===== config.mk =====
export PLATFORM = sky130hd
export DESIGN_NAME = mem_port_arbiter_flat
export DESIGN_NICKNAME = d
export VERILOG_FILES = /design/src/rtl/mem_port_arbiter_if.sv /design/src/rtl/mem_port_arbiter.sv /design/src/flat_wrapper.sv
export SDC_FILE = /design/constraint.sdc
export NUM_CORES = 1
export LEC_CHECK = 0
export BUFFER_PORTS_ARGS = -buffer_cell sky130_fd_sc_hd__buf_2
export CAP_MARGIN = 5
export CORE_MARGIN = 10
export CORE_UTILIZATION = 35
export DETAILED_ROUTE_END_ITERATION = 16
export HOLD_SLACK_MARGIN = 0.02
export PLACE_DENSITY = 0.64
export REMOVE_ABC_BUFFERS = 1
export SYNTH_ARGS = -nofsm -noshare
export SYNTH_HDL_FRONTEND = slang
export SYNTH_SLANG_ARGS = --single-unit

===== constraint.sdc =====
create_clock -name clk -period 6.9 [get_ports clk]
set_input_delay 0.345 -clock clk [delete_from_list [all_inputs] [get_ports clk]]
set_output_delay 0.345 -clock clk [all_outputs]
set_load 0.01 [all_outputs]

===== src/rtl/mem_port_arbiter_if.sv =====
// Request/response bundle between the pipeline (fetch + load/store), the arbiter and the unified RAM.
interface mem_port_arbiter_if #(
    parameter int ADDR_W = 32,
    parameter int DATA_W = 32
);
    logic              if_req;
    logic [ADDR_W-1:0] if_addr;
    logic              if_flush;
    logic              if_ready;
    logic [DATA_W-1:0] if_rdata;

    logic              mem_rd;
    logic              mem_wr;
    logic [ADDR_W-1:0] mem_addr;
    logic [DATA_W-1:0] mem_wdata;
    logic              mem_ready;
    logic [DATA_W-1:0] mem_rdata;

    logic              ram_en;
    logic              ram_we;
    logic [ADDR_W-1:0] ram_addr;
    logic [DATA_W-1:0] ram_wdata;
    logic [DATA_W-1:0] ram_rdata;

    logic              stall_load;
    logic              stall_store;
    logic              stall_fetch;

    modport slave (
        input  if_req, if_addr, if_flush, mem_rd, mem_wr, mem_addr, mem_wdata, ram_rdata,
        output if_ready, if_rdata, mem_ready, mem_rdata,
        output ram_en, ram_we, ram_addr, ram_wdata,
        output stall_load, stall_store, stall_fetch
    );

    modport master (
        output if_req, if_addr, if_flush, mem_rd, mem_wr, mem_addr, mem_wdata, ram_rdata,
        input  if_ready, if_rdata, mem_ready, mem_rdata,
        input  ram_en, ram_we, ram_addr, ram_wdata,
        input  stall_load, stall_store, stall_fetch
    );
endinterface


===== src/rtl/mem_port_arbiter.sv =====
// Shares one single-ported RAM between fetch and load/store; data wins, no pre-emption.
// Ready pulses MEM_LAT+1 cycles after a request is seen in IDLE; waiting requesters see their stall held high.
module mem_port_arbiter #(
    parameter int ADDR_W  = 32,
    parameter int DATA_W  = 32,
    parameter int MEM_LAT = 2
) (
    input  logic               clk,
    input  logic               rst,
    mem_port_arbiter_if.slave  bus
);
    localparam int              CNT_W    = $clog2(MEM_LAT + 1);
    localparam logic [CNT_W-1:0] CNT_INIT = CNT_W'(MEM_LAT - 1);

    typedef enum logic [2:0] {
        IDLE,
        BUSY_MEM,
        BUSY_IF,
        DONE_MEM,
        DONE_IF
    } state_t;

    state_t            state;
    state_t            stateNext;
    logic [CNT_W-1:0]  cnt;
    logic              flushFlag;
    logic              opWrite;
    logic [ADDR_W-1:0] addrLat;
    logic [DATA_W-1:0] wdataLat;
    logic [DATA_W-1:0] ifRdataQ;
    logic [DATA_W-1:0] memRdataQ;

    logic              ramBusy;
    logic              ramWrite;
    logic              ifReady;
    logic              memReady;

    always_comb begin
        stateNext = state;
        ramBusy   = 1'b0;
        ramWrite  = 1'b0;
        ifReady   = 1'b0;
        memReady  = 1'b0;
        case (state)
            IDLE: begin
                if (bus.mem_rd | bus.mem_wr) begin
                    stateNext = BUSY_MEM;
                end else if (bus.if_req) begin
                    stateNext = BUSY_IF;
                end
            end
            BUSY_MEM: begin
                ramBusy  = 1'b1;
                ramWrite = opWrite;
                if (cnt == '0) begin
                    stateNext = DONE_MEM;
                end
            end
            BUSY_IF: begin
                ramBusy = 1'b1;
                if (cnt == '0) begin
                    stateNext = DONE_IF;
                end
            end
            DONE_MEM: begin
                memReady  = 1'b1;
                stateNext = IDLE;
            end
            DONE_IF: begin
                // A flush arriving in the delivery cycle itself must also cancel the pulse.
                ifReady   = ~flushFlag & ~bus.if_flush;
                stateNext = IDLE;
            end
            default: stateNext = IDLE;
        endcase
    end

    always_ff @(posedge clk or posedge rst) begin
        if (rst) begin
            state     <= IDLE;
            cnt       <= '0;
            flushFlag <= 1'b0;
            opWrite   <= 1'b0;
            addrLat   <= '0;
            wdataLat  <= '0;
            ifRdataQ  <= '0;
            memRdataQ <= '0;
        end else begin
            state <= stateNext;
            case (state)
                IDLE: begin
                    if (bus.mem_rd | bus.mem_wr) begin
                        opWrite  <= bus.mem_wr;
                        addrLat  <= bus.mem_addr;
                        wdataLat <= bus.mem_wdata;
                        cnt      <= CNT_INIT;
                    end else if (bus.if_req) begin
                        opWrite   <= 1'b0;
                        addrLat   <= bus.if_addr;
                        flushFlag <= 1'b0;
                        cnt       <= CNT_INIT;
                    end
                end
                BUSY_MEM: begin
                    if (cnt != '0) begin
                        cnt <= cnt - 1'b1;
                    end else begin
                        memRdataQ <= bus.ram_rdata;
                    end
                end
                BUSY_IF: begin
                    if (cnt != '0) begin
                        cnt <= cnt - 1'b1;
                    end else begin
                        ifRdataQ <= bus.ram_rdata;
                    end
                    if (bus.if_flush) begin
                        flushFlag <= 1'b1;
                    end
                end
                DONE_IF: begin
                    if (bus.if_flush) begin
                        flushFlag <= 1'b1;
                    end
                end
                default: ;
            endcase
        end
    end

    assign bus.ram_en    = ramBusy;
    assign bus.ram_we    = ramWrite;
    assign bus.ram_addr  = addrLat;
    assign bus.ram_wdata = wdataLat;
    assign bus.if_ready  = ifReady;
    assign bus.if_rdata  = ifRdataQ;
    assign bus.mem_ready = memReady;
    assign bus.mem_rdata = memRdataQ;

    // Stalls are forced low during reset so the stall unit sees a clean pipeline.
    assign bus.stall_store = ~rst & bus.mem_wr & ~memReady;
    assign bus.stall_load  = ~rst & bus.mem_rd & ~bus.mem_wr & ~memReady;
    assign bus.stall_fetch = ~rst & bus.if_req & ~ifReady;
endmodule


===== src/flat_wrapper.sv =====
// flat-port wrapper written by rule: the top's interface ports become plain ports
module mem_port_arbiter_flat 
#(
    parameter int ADDR_W  = 32,
    parameter int DATA_W  = 32,
    parameter int MEM_LAT = 2
)
  (clk, rst, bus_if_req, bus_if_addr, bus_if_flush, bus_mem_rd, bus_mem_wr, bus_mem_addr, bus_mem_wdata, bus_ram_rdata, bus_if_ready, bus_if_rdata, bus_mem_ready, bus_mem_rdata, bus_ram_en, bus_ram_we, bus_ram_addr, bus_ram_wdata, bus_stall_load, bus_stall_store, bus_stall_fetch);
  mem_port_arbiter_if #(.ADDR_W(ADDR_W), .DATA_W(DATA_W)) bus_i ();
  input  logic clk;
  input  logic rst;
  input wire logic [$bits(bus_i.if_req)-1:0] bus_if_req;
  input wire logic [$bits(bus_i.if_addr)-1:0] bus_if_addr;
  input wire logic [$bits(bus_i.if_flush)-1:0] bus_if_flush;
  input wire logic [$bits(bus_i.mem_rd)-1:0] bus_mem_rd;
  input wire logic [$bits(bus_i.mem_wr)-1:0] bus_mem_wr;
  input wire logic [$bits(bus_i.mem_addr)-1:0] bus_mem_addr;
  input wire logic [$bits(bus_i.mem_wdata)-1:0] bus_mem_wdata;
  input wire logic [$bits(bus_i.ram_rdata)-1:0] bus_ram_rdata;
  output wire logic [$bits(bus_i.if_ready)-1:0] bus_if_ready;
  output wire logic [$bits(bus_i.if_rdata)-1:0] bus_if_rdata;
  output wire logic [$bits(bus_i.mem_ready)-1:0] bus_mem_ready;
  output wire logic [$bits(bus_i.mem_rdata)-1:0] bus_mem_rdata;
  output wire logic [$bits(bus_i.ram_en)-1:0] bus_ram_en;
  output wire logic [$bits(bus_i.ram_we)-1:0] bus_ram_we;
  output wire logic [$bits(bus_i.ram_addr)-1:0] bus_ram_addr;
  output wire logic [$bits(bus_i.ram_wdata)-1:0] bus_ram_wdata;
  output wire logic [$bits(bus_i.stall_load)-1:0] bus_stall_load;
  output wire logic [$bits(bus_i.stall_store)-1:0] bus_stall_store;
  output wire logic [$bits(bus_i.stall_fetch)-1:0] bus_stall_fetch;
  assign bus_i.if_req = bus_if_req;
  assign bus_i.if_addr = bus_if_addr;
  assign bus_i.if_flush = bus_if_flush;
  assign bus_i.mem_rd = bus_mem_rd;
  assign bus_i.mem_wr = bus_mem_wr;
  assign bus_i.mem_addr = bus_mem_addr;
  assign bus_i.mem_wdata = bus_mem_wdata;
  assign bus_i.ram_rdata = bus_ram_rdata;
  assign bus_if_ready = bus_i.if_ready;
  assign bus_if_rdata = bus_i.if_rdata;
  assign bus_mem_ready = bus_i.mem_ready;
  assign bus_mem_rdata = bus_i.mem_rdata;
  assign bus_ram_en = bus_i.ram_en;
  assign bus_ram_we = bus_i.ram_we;
  assign bus_ram_addr = bus_i.ram_addr;
  assign bus_ram_wdata = bus_i.ram_wdata;
  assign bus_stall_load = bus_i.stall_load;
  assign bus_stall_store = bus_i.stall_store;
  assign bus_stall_fetch = bus_i.stall_fetch;
  mem_port_arbiter #(.ADDR_W(ADDR_W), .DATA_W(DATA_W), .MEM_LAT(MEM_LAT)) u_core (.clk(clk), .rst(rst), .bus(bus_i));
endmodule

* Word level (Yosys, flattened, before mapping)
Cells that the tools add are included.
Cells by class: shift-type cells 0, $mul 0, $lt $le $gt $ge 0, reduce and logical (&&, ||, !) cells 15, add/sub/neg operators 1, eq/ne operators 11, div/mod/pow operators 0, muxes and demuxes 20, bitwise operators 16
Operators with widths (number):
- 32-bit 2-to-1 mux | 2
- 3-bit 2-to-1 mux | 4
- 3-bit one-hot mux with 3 select lines | 1
- 1-bit bitwise AND | 8
- 1-bit 2-to-1 mux | 8
- 2-bit by 1-bit != test with 1-bit output, second input constant | 4
- 2-bit AND reduction | 4
- 2-bit nonzero test | 4
- 1-bit inverter | 7
- 3-bit by 2-bit equality test with 1-bit output, second input constant | 2
- 2-bit 2-to-1 mux | 3
- 3-bit AND reduction | 2
- 2-bit != test, second input constant | 2
- 2-bit one-hot mux with 2 select lines | 1
- 4-bit AND reduction | 1
- 2-bit OR reduction | 2
- 3-bit by 1-bit equality test with 1-bit output, second input constant | 1
- 3-bit equality test, second input constant | 1
- 3-bit zero test | 1
- 3-bit by 2-bit != test with 1-bit output, second input constant | 1
- 2-bit zero test | 1
- 1-bit one-hot mux with 2 select lines | 1
- 2-bit by 1-bit subtractor with 2-bit output, second input constant | 1
- 1-bit bitwise OR | 1
Storage, ports and cells: bits in writable memories 0, memory bits (read-only) 0, memories 0, bits of input ports 134, latch bits 0, word-level logic and storage cells 71, output and inout bits 135, register bits 135

* Logic depth before layout (Yosys ltp)
Gate-level depths: netlist of run 1.
depth after elaboration 5, depth in mapped cells 6, depth with buffers taken out 5

* Worst setup path before layout of run 1
Ideal clock, no wire load.
path kind register to register, from register u_core.cnt[0], to register u_core.ifRdataQ[12], in the netlist u_core.bus.if_rdata[12], path slack 5245 ps, data required time 6775 ps, arrival time 1531 ps, buffers on the path 2, period minus slack after synthesis 1655 ps, stages on the path, launching flop included 7, library setup time 125 ps, cell sequence dfrtp_1 -> inv_1 -> ha_1 -> nor4bb_1 -> buf_2 -> buf_6 -> mux2_2
On the way: longest elaborated chain between the ends 3
RTL lines:
- start: declaration | line mem_port_arbiter.sv:25 | logic [CNT_W-1:0] cnt;
- start signal: assignment | line mem_port_arbiter.sv:106 | cnt <= cnt - 1'b1;
- start signal: assignment | line mem_port_arbiter.sv:113 | cnt <= cnt - 1'b1;
- 2-bit nonzero test | line mem_port_arbiter.sv:112 | if (cnt != '0) begin
- 1-bit inverter (no line)
- 2-bit AND reduction (no line)
- end signal: assignment | line mem_port_arbiter.sv:115 | ifRdataQ <= bus.ram_rdata;
- end: declaration | line mem_port_arbiter.sv:30 | logic [DATA_W-1:0] ifRdataQ;
No other way between the ends. A chain may end at the register's enable or synchronous reset.

* Final worst setup path of run 1
from register u_core.state[0], to output bus_stall_load
On the way: longest elaborated chain between the ends 4
RTL lines:
- start: declaration | line mem_port_arbiter.sv:23 | state_t state;
- start signal: assignment | line mem_port_arbiter.sv:89 | state <= stateNext;
- 3-bit by 2-bit equality test with 1-bit output | line mem_port_arbiter.sv:44 | case (state)
- 1-bit 2-to-1 mux | line mem_port_arbiter.sv:44
- 1-bit inverter | line mem_port_arbiter.sv:142 | assign bus.stall_load = ~rst & bus.mem_rd & ~bus.mem_wr & ~memReady;
- 1-bit bitwise AND | line mem_port_arbiter.sv:142
- end: declaration | line flat_wrapper.sv:28 | output wire logic [$bits(bus_i.stall_load)-1:0] bus_stall_load;
No other way between the ends.

==> flow_metrics.py, run 1 <==
metrics = {
    "status": {
        "run_status": "finished, final reports clean",
    },
    "synth": {
        "syn_area_mm2": 0.00575,
        "synth.area.top_cells": "dfrtp_1 59%, mux2_2 24%, mux2_4 7.8%, buf_6 2.4%, mux2_1 1.2%",
        "synth_top_cell_by_area": "dfrtp_1",
        "ys_seq_elements": 135,
        "ys_seq_area_share_pct": 58.8,
        "synth.distinct_cells": 29,
        "yosys_warnings": 0,
        "synth_top_area_share_pct": 58.8,
        "syn-instance-count": 356,
        "syn-mean-instance-area_um2": 16.1,
    },
    "timing": {
        "fin_crit_sh_pct": 33.2,
        "rsz0062_at_grt": "false",
        "clock.fmax_ghz": 0.437,
        "hold_ws_ns": 0.165,
        "hold_viol": 0,
        "period_minus_slack_ns": 2.29,
        "finalSetupViolCount": 0,
        "fin_worst_skew_ns": 0.00728,
        "slew_headroom_pct": 32.7,
        "finalMaxSlewViolations": 0,
        "worst_slew_pin_slew_ns": 1.01,
        "setup_tns_ns": 0,
    },
    "cts": {
        "cts_inserted_buffers": 17,
        "hold_buffers": 1,
        "clock_sinks": 135,
        "clk_latency_ns": 0.41,
        "cts.htree.levels": 4,
        "cts_setup_buffers": 0,
        "clk_pin_slew_ns": 0.06,
        "cts_root_buf": "clkbuf_16",
        "cts_resized": 0,
        "cts_tree": "yes",
        "ctsLongestPathBuffers": 2,
    },
    "layout": {
        "diodes": 0,
        "fin_nets": 762,
        "drive_gt1_share_pct": 72.7,
        "seqCellArea_mm2": 0.00338,
        "fill_cells": 1420,
        "syn2layout_area_growth_pct": 35.8,
        "multiInputGateArea_mm2": 0.00219,
    },
    "flow_run": {
        "cap_violations": 0,
    },
    "critical_path": {
        "required_ns": 6.55,
        "worstPathArrival_ns": 1.94,
        "critical_path_class": "register to primary output",
        "cp-end-kind": "primary output",
        "r2r_start": "u_core.cnt[0]",
        "r2r-end": "u_core.bus.if_rdata[15]",
        "r2r_slack_ns": 4.96,
        "crit_path_start_kind": "register",
        "critPathMaxFanout": 8,
        "rr_worst_depth": 5,
    },
    "die": {
        "core.rowCount": 46,
        "top_level_ports": 269,
        "coreArea_mm2": 0.0160,
        "die_y_um": 148,
        "dieArea_mm2": 0.0219,
        "fp.dieW_um": 148,
        "start_util_pct": 35.9,
    },
    "global_route": {
        "antenna_found_initial": 0,
        "grt_usage_pct": 14.0,
        "grt_max_degree": 82,
        "grt_first_pass_wirelength_mm": 24.3,
        "grt_pass1_vias": 4437,
        "grt_overflow_total": 0,
    },
    "route": {
        "post_drt_wl_per_cell_um": 18.3,
        "drc_errors": 0,
        "dr.pass1.iters": 4,
        "num_vias": 3896,
        "antenna_left": 0,
        "viasPerCell": 4.55,
        "wl_mm": 15.7,
        "drt_iter0_markers": 141,
    },
    "hold_path": {
        "holdCritStartpoint": "bus_mem_wdata[27]",
        "holdPathEnd": "u_core.bus.ram_wdata[27]",
        "min_path_type": "input pin to register",
        "min_path_cells": 2,
    },
    "placed_design": {
        "hpwl_mm": 12.1,
        "io_buffers": 268,
        "gp_congestion": 0.848,
    },
    "pwr": {
        "p_total_mw": 3.87,
        "power.density_mw_per_mm2": 496,
        "vdd_drop_max_uv": 197,
        "p_leak_nw": 3.80,
    },
}
[routing by layer]
metal	part of all wire [%]	GRT usage, %	wire length (um)	vias up
met5	0	0	0	-
met3	11	7.07	1690	21
met1	38	14.5	6040	1881
li1	-	-	-	1814
met2	49	23.7	7640	180
met4	2.0	5.70	307	0
[synth_stat cells]
cell	number
dfrtp_1	135
mux2_2	125
mux2_4	30
buf_6	12
mux2_1	6
a21oi_1	5
buf_2	5
inv_1	4
and3_1	3
buf_4	3
nor2_1	3
nor3b_1	3
o21ai_0	3
a21boi_0	2
nand2_1	2
nor2_2	2
a31oi_1	1
ha_1	1
nand2_2	1
nand3_1	1
nor2b_1	1
nor3_4	1
nor4b_1	1
nor4bb_1	1
o21a_4	1
o2bb2ai_1	1
or2_1	1
or3b_2	1
xor2_1	1
[cells in the final DEF (no fill, tap or decap), drive strengths merged, types with 2 or more instances in the layout]
cell type  count
buf          271
mux2         161
dfrtp        135
clkbuf        20
clkinv         6
inv            6
a21oi          5
nor2           5
o21ai          3
nor3b          3
and3           3
nand2          3
a21boi         2
clkinvlp       2
bufinv         2
[where the power goes]
| group | internal, mW | switching, mW |
|---|---|---|
| logic | 0.846 | 0.738 |
| clock network | 0.540 | 0.331 |
| registers | 1.20 | 0.210 |
| total | 2.59 | 1.28 |
[sequential cells by signal, summed over array words and instances, names as in the netlist]
signal                count
u_core.bus.if_rdata      32
u_core.bus.mem_rdata     32
u_core.bus.ram_addr      32
u_core.bus.ram_wdata     32
u_core.state              3
u_core.cnt                2
u_core.flushFlag          1
u_core.opWrite            1
[critical path: stages (launching register included)]
cell and delay [ns]:
dfrtp_1 0.55, inv_1 0.14, nor3b_1 0.57, nor4b_1 0.11
buf_2 0.17
[per-stage QoR]
stage	instances	area (um2)	setup WS, ns	util [%]
after detailed placement	823	7220	4.92	45.1
after floorplan	336	5570	2.42	-
final	856	7800	4.61	48.8
after CTS	856	7800	4.59	48.8
after global placement	823	7220	4.99	45.1
after global routing	856	7800	4.46	48.8
[worst max path at each step]
stage                               start                  endpoint  slack (ns)  cells past startpoint
after floorplan             u_core.cnt[0]    u_core.bus.if_rdata[0]        2.42                      4
after global placement    u_core.state[2]  u_core.bus.mem_rdata[19]        4.99                      3
after detailed placement  u_core.state[2]   u_core.bus.mem_rdata[5]        4.92                      3
after CTS                 u_core.state[0]            bus_stall_load        4.59                      4
after global routing      u_core.state[0]            bus_stall_load        4.46                      4
final                     u_core.state[0]            bus_stall_load        4.61                      4
[cells by family (layout without fill, tap and decap cells)]
kind of cell    after synthesis  count (layout)  synth area share [%]
buf+inv                      24             308                  3.44
mux                         161             161                  33.5
compound gates               13              13                  1.48
simple gates                 21              21                  2.44
flops                       135             135                  58.8
xor+xnor                      1               1                 0.152
fa+ha+maj                     1               1                 0.218
[layout make-up]
class	instances	share of cell area, %
timing repair buffer	272	17.6
sequential	135	43.3
multi-input combinational	197	28.0
clock inverter	12	1.62
clock buffer	20	5.72
tap	216	3.46
inverter	4	0.257
Power figures use the tool's default switching activity.
==> inputs of run 2 (changes only) <==
--- a/config.mk
+++ b/config.mk
@@ -5,6 +5,7 @@
 export SDC_FILE = /design/constraint.sdc
 export NUM_CORES = 1
 export LEC_CHECK = 0
+export ABC_AREA = 1
 export BUFFER_PORTS_ARGS = -buffer_cell sky130_fd_sc_hd__buf_2
 export CAP_MARGIN = 5
 export CORE_MARGIN = 10
==> constraint.sdc (replaced) <==
create_clock -name clk -period 2.2 [get_ports clk]
set_input_delay 0.11 -clock clk [delete_from_list [all_inputs] [get_ports clk]]
set_output_delay 0.11 -clock clk [all_outputs]
set_load 0.01 [all_outputs]
==> run 2 against run 1 <==
Against the previous run: core utilization increased by 8.1 points; cell area up 16%; area after synthesis is 1.5% lower; combinational power rose to 3.5 times the previous value; setup slack worse by 4.4 ns; highest routed layer is now met5; critical path type is now input pin to register; flip-flop and latch count is the same; non-clock buffer count increased by 132; routed wire length up 27%; critical path depth up 5.
==> flow_metrics.py, run 2 <==
metrics = {
    "critical_path": {
        "startpoint": "bus_mem_wr",
        "critical_path_class": "input pin to register",
        "critPathMaxFanout": 66,
        "cp-end-kind": "register",
        "crit_path_start_kind": "input pin",
        "required_ns": 2.54,
        "worstPathArrival_ns": 2.38,
        "r2r_start": "u_core.state[1]",
    },
    "timing": {
        "fin_ws_ns": 0.162,
        "hold_viol": 0,
        "finalMaxSlewViolations": 0,
        "fin_crit_sh_pct": 92.6,
        "worst_slew_pin_slew_ns": 1.05,
        "setup_tns_ns": 0,
        "period_minus_slack_ns": 2.04,
        "rsz0062_at_grt": "false",
        "fin_worst_skew_ns": 0.00590,
        "clock.fmax_ghz": 0.491,
        "slew_headroom_pct": 30.1,
        "finalSetupViolCount": 0,
        "hold_ws_ns": 0.0280,
    },
    "cts": {
        "clock_sinks": 135,
        "cts_root_buf": "clkbuf_16",
        "clk_latency_ns": 0.41,
        "cts_inserted_buffers": 17,
        "ctsLongestPathBuffers": 2,
        "cts_tree": "yes",
        "cts_setup_buffers": 0,
        "clk_pin_slew_ns": 0.06,
        "cts.htree.levels": 4,
    },
    "route": {
        "antenna_left": 0,
        "dr.pass1.iters": 4,
        "wl_mm": 19.9,
        "num_vias": 5853,
        "viasPerCell": 4.61,
        "post_drt_wl_per_cell_um": 15.7,
        "drc_errors": 0,
        "drt_iter0_markers": 368,
    },
    "synth": {
        "synth.area.top_cells": "dfrtp_1 60%, nand2_1 18%, nor2_1 4.8%, nand3_1 3.4%, o31ai_1 3.4%",
        "synth_edf_count": 0,
        "yosys_warnings": 0,
        "synth_top_cell_by_area": "dfrtp_1",
        "ys_seq_area_share_pct": 59.6,
        "syn-mean-instance-area_um2": 8.62,
        "synthArstFlopShare_pct": 100,
        "synth_top_area_share_pct": 59.6,
        "yosysMostFrequentCell": "nand2_1",
        "syn_area_mm2": 0.00566,
        "synthFlopType": "dfrtp_1",
        "synth.distinct_cells": 22,
        "synth_common_cells": "278 x nand2_1, 135 x dfrtp_1, 72 x nor2_1",
        "syn-instance-count": 657,
        "ys_seq_elements": 135,
    },
    "global_route": {
        "grt_overflow_total": 0,
        "grt_usage_pct": 18.2,
        "grt_max_degree": 82,
        "grt_first_pass_wirelength_mm": 32.2,
        "grt_pass1_vias": 6217,
        "antenna_found_initial": 1,
    },
    "layout": {
        "syn2layout_area_growth_pct": 59.6,
        "fin_nets": 1177,
        "drive_gt1_share_pct": 30.9,
        "layout.cells.most_common_list": "278 x nand2_1, 268 x buf_2, 135 x dfrtp_1",
        "mostFrequentLayoutCell": "nand2_1",
        "fin_util_pct": 56.9,
        "diodes": 0,
    },
    "hold_path": {
        "holdCritStartpoint": "bus_if_addr[30]",
        "min_path_type": "input pin to register",
    },
    "placed_design": {
        "hpwl_mm": 13.5,
        "preCtsSetupSlack_ns": 0.566,
        "gp_congestion": 0.791,
        "io_buffers": 268,
    },
    "die": {
        "fp.dieW_um": 147,
        "die_y_um": 147,
        "start_util_pct": 35.7,
        "dieArea_mm2": 0.0217,
        "core.rowCount": 46,
        "coreArea_mm2": 0.0159,
        "top_level_ports": 269,
    },
    "status": {
        "run_status": "finished, final reports clean",
    },
    "flow_run": {
        "cap_violations": 0,
    },
    "pwr": {
        "p_total_mw": 12.8,
        "power.density_mw_per_mm2": 1410,
        "p_leak_nw": 4.86,
        "vdd_drop_max_uv": 562,
    },
}
==> run 2: changes by cell type in the layout (fill, tap and decap cells not counted), moves of 5 or more <==
cell and delta:
o31ai_1 +26, dlygate4sd3_1 +122, o21ai_0 +31, mux2_1 -6, nor2_1 +69, buf_4 +8, o31ai_2 +6, mux2_4 -30
nand2_1 +276, nand3_1 +38, mux2_2 -125, clkbuf_8 +5, inv_1 +9
==> run 2: what timing repair did <==
item / in CTS / in global routing
endpoints found under the hold margin: 184 / 0
setup endpoints to repair: 0 / 24
hold buffers: 123 / 0
resized for setup: 0 / 2
==> run 2: critical path, stage by stage <==
cell	delay [ns]
dlygate4sd3_1	0.57
buf_2	0.14
nor2_2	0.15
nand2_1	0.11
nand2_2	0.08
clkbuf_8	0.37
nand2_1	0.11
o31ai_1	0.09
dlygate4sd3_1	0.58
==> run 2: path summary, 6_finish.rpt <==
kind / to / slack [ns] / cells past startpoint
max in group asynchronous: u_core.bus.mem_rdata[20] / 0.87 / 4
worst max register to register: u_core.bus.ram_addr[6] / 0.20 / 7
worst min-delay path: u_core.bus.ram_addr[30] / 0.03 / 3
worst max-delay path: u_core.bus.ram_addr[9] / 0.16 / 9
min in group asynchronous: u_core.bus.ram_wdata[27] / 0.51 / 4
worst min register to register: u_core.bus.ram_wdata[26] / 0.47 / 2
==> run 2: cell type report <==
class                           instances  area [um2]
Tap cell                              216         270
Clock buffer                           25         505
Sequential cell                       135        3380
Multi-Input combinational cell        468        2040
Fill cell                            1401        6840
Timing Repair Buffer                  404        2690
Inverter                               16        65.1
Clock inverter                          7        91.3
==> run 2: logic make-up after synthesis <==
logic type / count (synthesis) / synth area share, %
and+or+nand+nor: 397 / 27.7
DFF: 135 / 59.6
AOI/OAI and AO/OA: 70 / 8.17
buffers and inverters: 54 / 4.31
adders and majority gates: 1 / 0.221
==> run 2: through the flow <==
stage | instance area (um2) | cells
detailed placement | 7210 | 1116
floorplan | 5480 | 619
global route | 9040 | 1271
global placement | 7210 | 1116
CTS | 9030 | 1271
finish | 9040 | 1271
==> run 2: per-layer routing <==
metal	global-route usage [%]	part of all wire [%]	vias to the layer above
met2	29.4	47	245
met1	21.0	40	2710
met5	0	0.035	-
met4	6.10	2.5	2
met3	8.38	10	31
li1	-	-	2865
==> run 2: where the power goes <==
part / switching, mW / total (mW) / internal [mW]
registers: 0.652 / 4.39 / 3.74
clock network: 1.02 / 2.83 / 1.82
logic: 3.23 / 5.55 / 2.32
==> inputs of run 3 (changes only) <==
--- a/config.mk
+++ b/config.mk
@@ -5,14 +5,13 @@
 export SDC_FILE = /design/constraint.sdc
 export NUM_CORES = 1
 export LEC_CHECK = 0
-export ABC_AREA = 1
 export BUFFER_PORTS_ARGS = -buffer_cell sky130_fd_sc_hd__buf_2
 export CAP_MARGIN = 5
 export CORE_MARGIN = 10
 export CORE_UTILIZATION = 35
 export DETAILED_ROUTE_END_ITERATION = 16
 export HOLD_SLACK_MARGIN = 0.02
-export PLACE_DENSITY = 0.64
+export PLACE_DENSITY = 0.65
 export REMOVE_ABC_BUFFERS = 1
 export SYNTH_ARGS = -nofsm -noshare
 export SYNTH_HDL_FRONTEND = slang
==> run 3 against run 2 <==
Against the previous run: routed wire length down 15%; register-to-register slack better by 0.19 ns; worst hold slack better by 0.040 ns; global-route usage down 3.1 points; critical path depth down 5; critical endpoint is now bus_stall_load.
==> flow_metrics.py, run 3 (synthesis gave the netlist of run 1 again) <==
metrics = {
    "status": {
        "run_status": "finished, final reports clean",
    },
    "route": {
        "drt_iter0_markers": 127,
        "post_drt_wl_per_cell_um": 18.3,
        "viasPerCell": 4.55,
        "wl_mm": 16.9,
        "antenna_left": 0,
        "dr.pass1.iters": 4,
        "num_vias": 4213,
        "drc_errors": 0,
    },
    "cts": {
        "cts_inserted_buffers": 17,
        "clock_sinks": 135,
        "clk_pin_slew_ns": 0.05,
        "ctsLongestPathBuffers": 2,
        "cts_setup_buffers": 0,
        "cts.htree.levels": 4,
        "clk_latency_ns": 0.40,
        "cts_root_buf": "clkbuf_16",
        "cts_resized": 0,
        "cts_tree": "yes",
    },
    "die": {
        "fp.dieW_um": 148,
        "die_y_um": 148,
        "core.rowCount": 46,
        "top_level_ports": 269,
        "dieArea_mm2": 0.0219,
        "start_util_pct": 35.9,
        "coreArea_mm2": 0.0160,
    },
    "critical_path": {
        "worstPathArrival_ns": 1.96,
        "cpMaxStageDelayCell": "nor3b_1",
        "critical_path_class": "register to primary output",
        "cp-end-kind": "primary output",
        "required_ns": 2.09,
        "path_buf_inv": 2,
        "critPathMaxStageDelay_ns": 0.57,
        "critPathMaxFanout": 8,
        "cp.depth": 4,
        "crit_path_start_kind": "register",
        "crit_family": "simple AND/OR/NAND/NOR gates",
        "crit_chain": "inv_1 > nor3b_1 > nor4b_1 > buf_2",
        "rr_worst_depth": 5,
    },
    "placed_design": {
        "io_buffers": 268,
        "dp_cells": 827,
        "gp_congestion": 0.849,
        "hpwl_mm": 12.5,
    },
    "timing": {
        "setup_tns_ns": 0,
        "finalMaxSlewViolations": 0,
        "hold_viol": 0,
        "period_minus_slack_ns": 2.07,
        "worst_slew_pin_slew_ns": 0.636,
        "slew_headroom_pct": 57.5,
        "fin_worst_skew_ns": 0.00641,
        "fin_crit_sh_pct": 94.0,
        "finalSetupViolCount": 0,
        "clock.fmax_ghz": 0.484,
        "rsz0062_at_grt": "false",
    },
    "layout": {
        "drive_gt1_share_pct": 66.4,
        "fin_nets": 831,
        "fill_cells": 1376,
        "fin_cells": 926,
        "syn2layout_area_growth_pct": 49.8,
        "layout.cells.most_common_list": "268 x buf_2, 135 x dfrtp_1, 125 x mux2_2",
        "mostFrequentLayoutCell": "buf_2",
    },
    "global_route": {
        "grtUsageMet2_pct": 26.7,
        "grt_max_degree": 53,
        "grt_use_met1_pct": 16.0,
        "antenna_found_initial": 2,
        "met3_usage_pct": 6.86,
        "busiest_layer": "met2",
        "grt_pass1_vias": 4879,
        "grt_first_pass_wirelength_mm": 26.5,
        "grt_overflow_total": 0,
        "grt_usage_pct": 15.1,
    },
    "hold_path": {
        "min_path_type": "input pin to register",
        "min_path_cells": 2,
    },
    "pwr": {
        "power.density_mw_per_mm2": 1460,
        "vdd_drop_max_uv": 699,
        "p_leak_nw": 4.14,
    },
    "flow_run": {
        "cap_violations": 0,
    },
}
[run 3: changes by cell type in the layout (fill, tap and decap cells not counted), moves of 31 or more]
cell,previous run,this run
dlygate4sd3_1,123,66
nor2_1,72,3
nand2_1,278,2
mux2_2,0,125
o21ai_0,34,3
nand3_1,39,1
[run 3: area by class of cell]
class / instances / area, um2 / share of cell area, %
flip-flops and latches: 135 / 3380 / 39.2
multi-input cells: 197 / 2190 / 25.4
repair buffers: 341 / 2120 / 24.6
clock buffers: 22 / 494 / 5.74
well taps: 216 / 270 / 3.14
clock inverters: 10 / 143 / 1.66
inverters: 4 / 17.5 / 0.203
diodes: 1 / 2.50 / 0.0291
[run 3: worst paths after layout]
check	slack, ns	start	endpoint
max	0.13	u_core.state[0]	bus_stall_load
min	0.07	bus_mem_wr	u_core.opWrite
max reg2reg	0.39	u_core.cnt[0]	u_core.bus.if_rdata[21]
min reg2reg	0.48	u_core.bus.if_rdata[8]	u_core.bus.if_rdata[8]
max in group asynchronous	1.15	rst	u_core.bus.ram_wdata[2]
min in group asynchronous	0.40	rst	u_core.state[1]
[run 3: per-stage QoR]
stage               hold slack, ns  area [um2]  util [%]  total power [mW]  setup WS (ns)
floorplan                    0.245        5570         -              7.44          -2.28
global placement             0.218        7310      45.7              9.48          0.437
detailed placement           0.235        7310      45.7              9.66          0.391
CTS                         0.0421        8610      53.8              12.8          0.211
global route                0.0439        8610      53.8              13.4         0.0815
finish                      0.0684        8610      53.8              12.6          0.132
[run 3: repair_timing]
item / in CTS / in global routing
setup endpoints to repair: 0 / 0
hold endpoints to repair: 132 / 0
hold buffers: 66 / 0
[run 3: where the power goes]
part	internal (mW)	leakage, nW	total [mW]	switching [mW]
Clock	1.94	0.312	2.96	1.02
Combinational	2.80	2.24	5.17	2.37
Sequential	3.78	1.59	4.48	0.698
[run 3: per-layer routing]
metal  wire length [um]  part of all wire [%]  vias up
li1                   -                     -     1950
met1               6540                    39     2059
met2               8580                    51      186
met3               1570                   9.3       16
met4                208                   1.2        2
met5                 13                 0.077        -
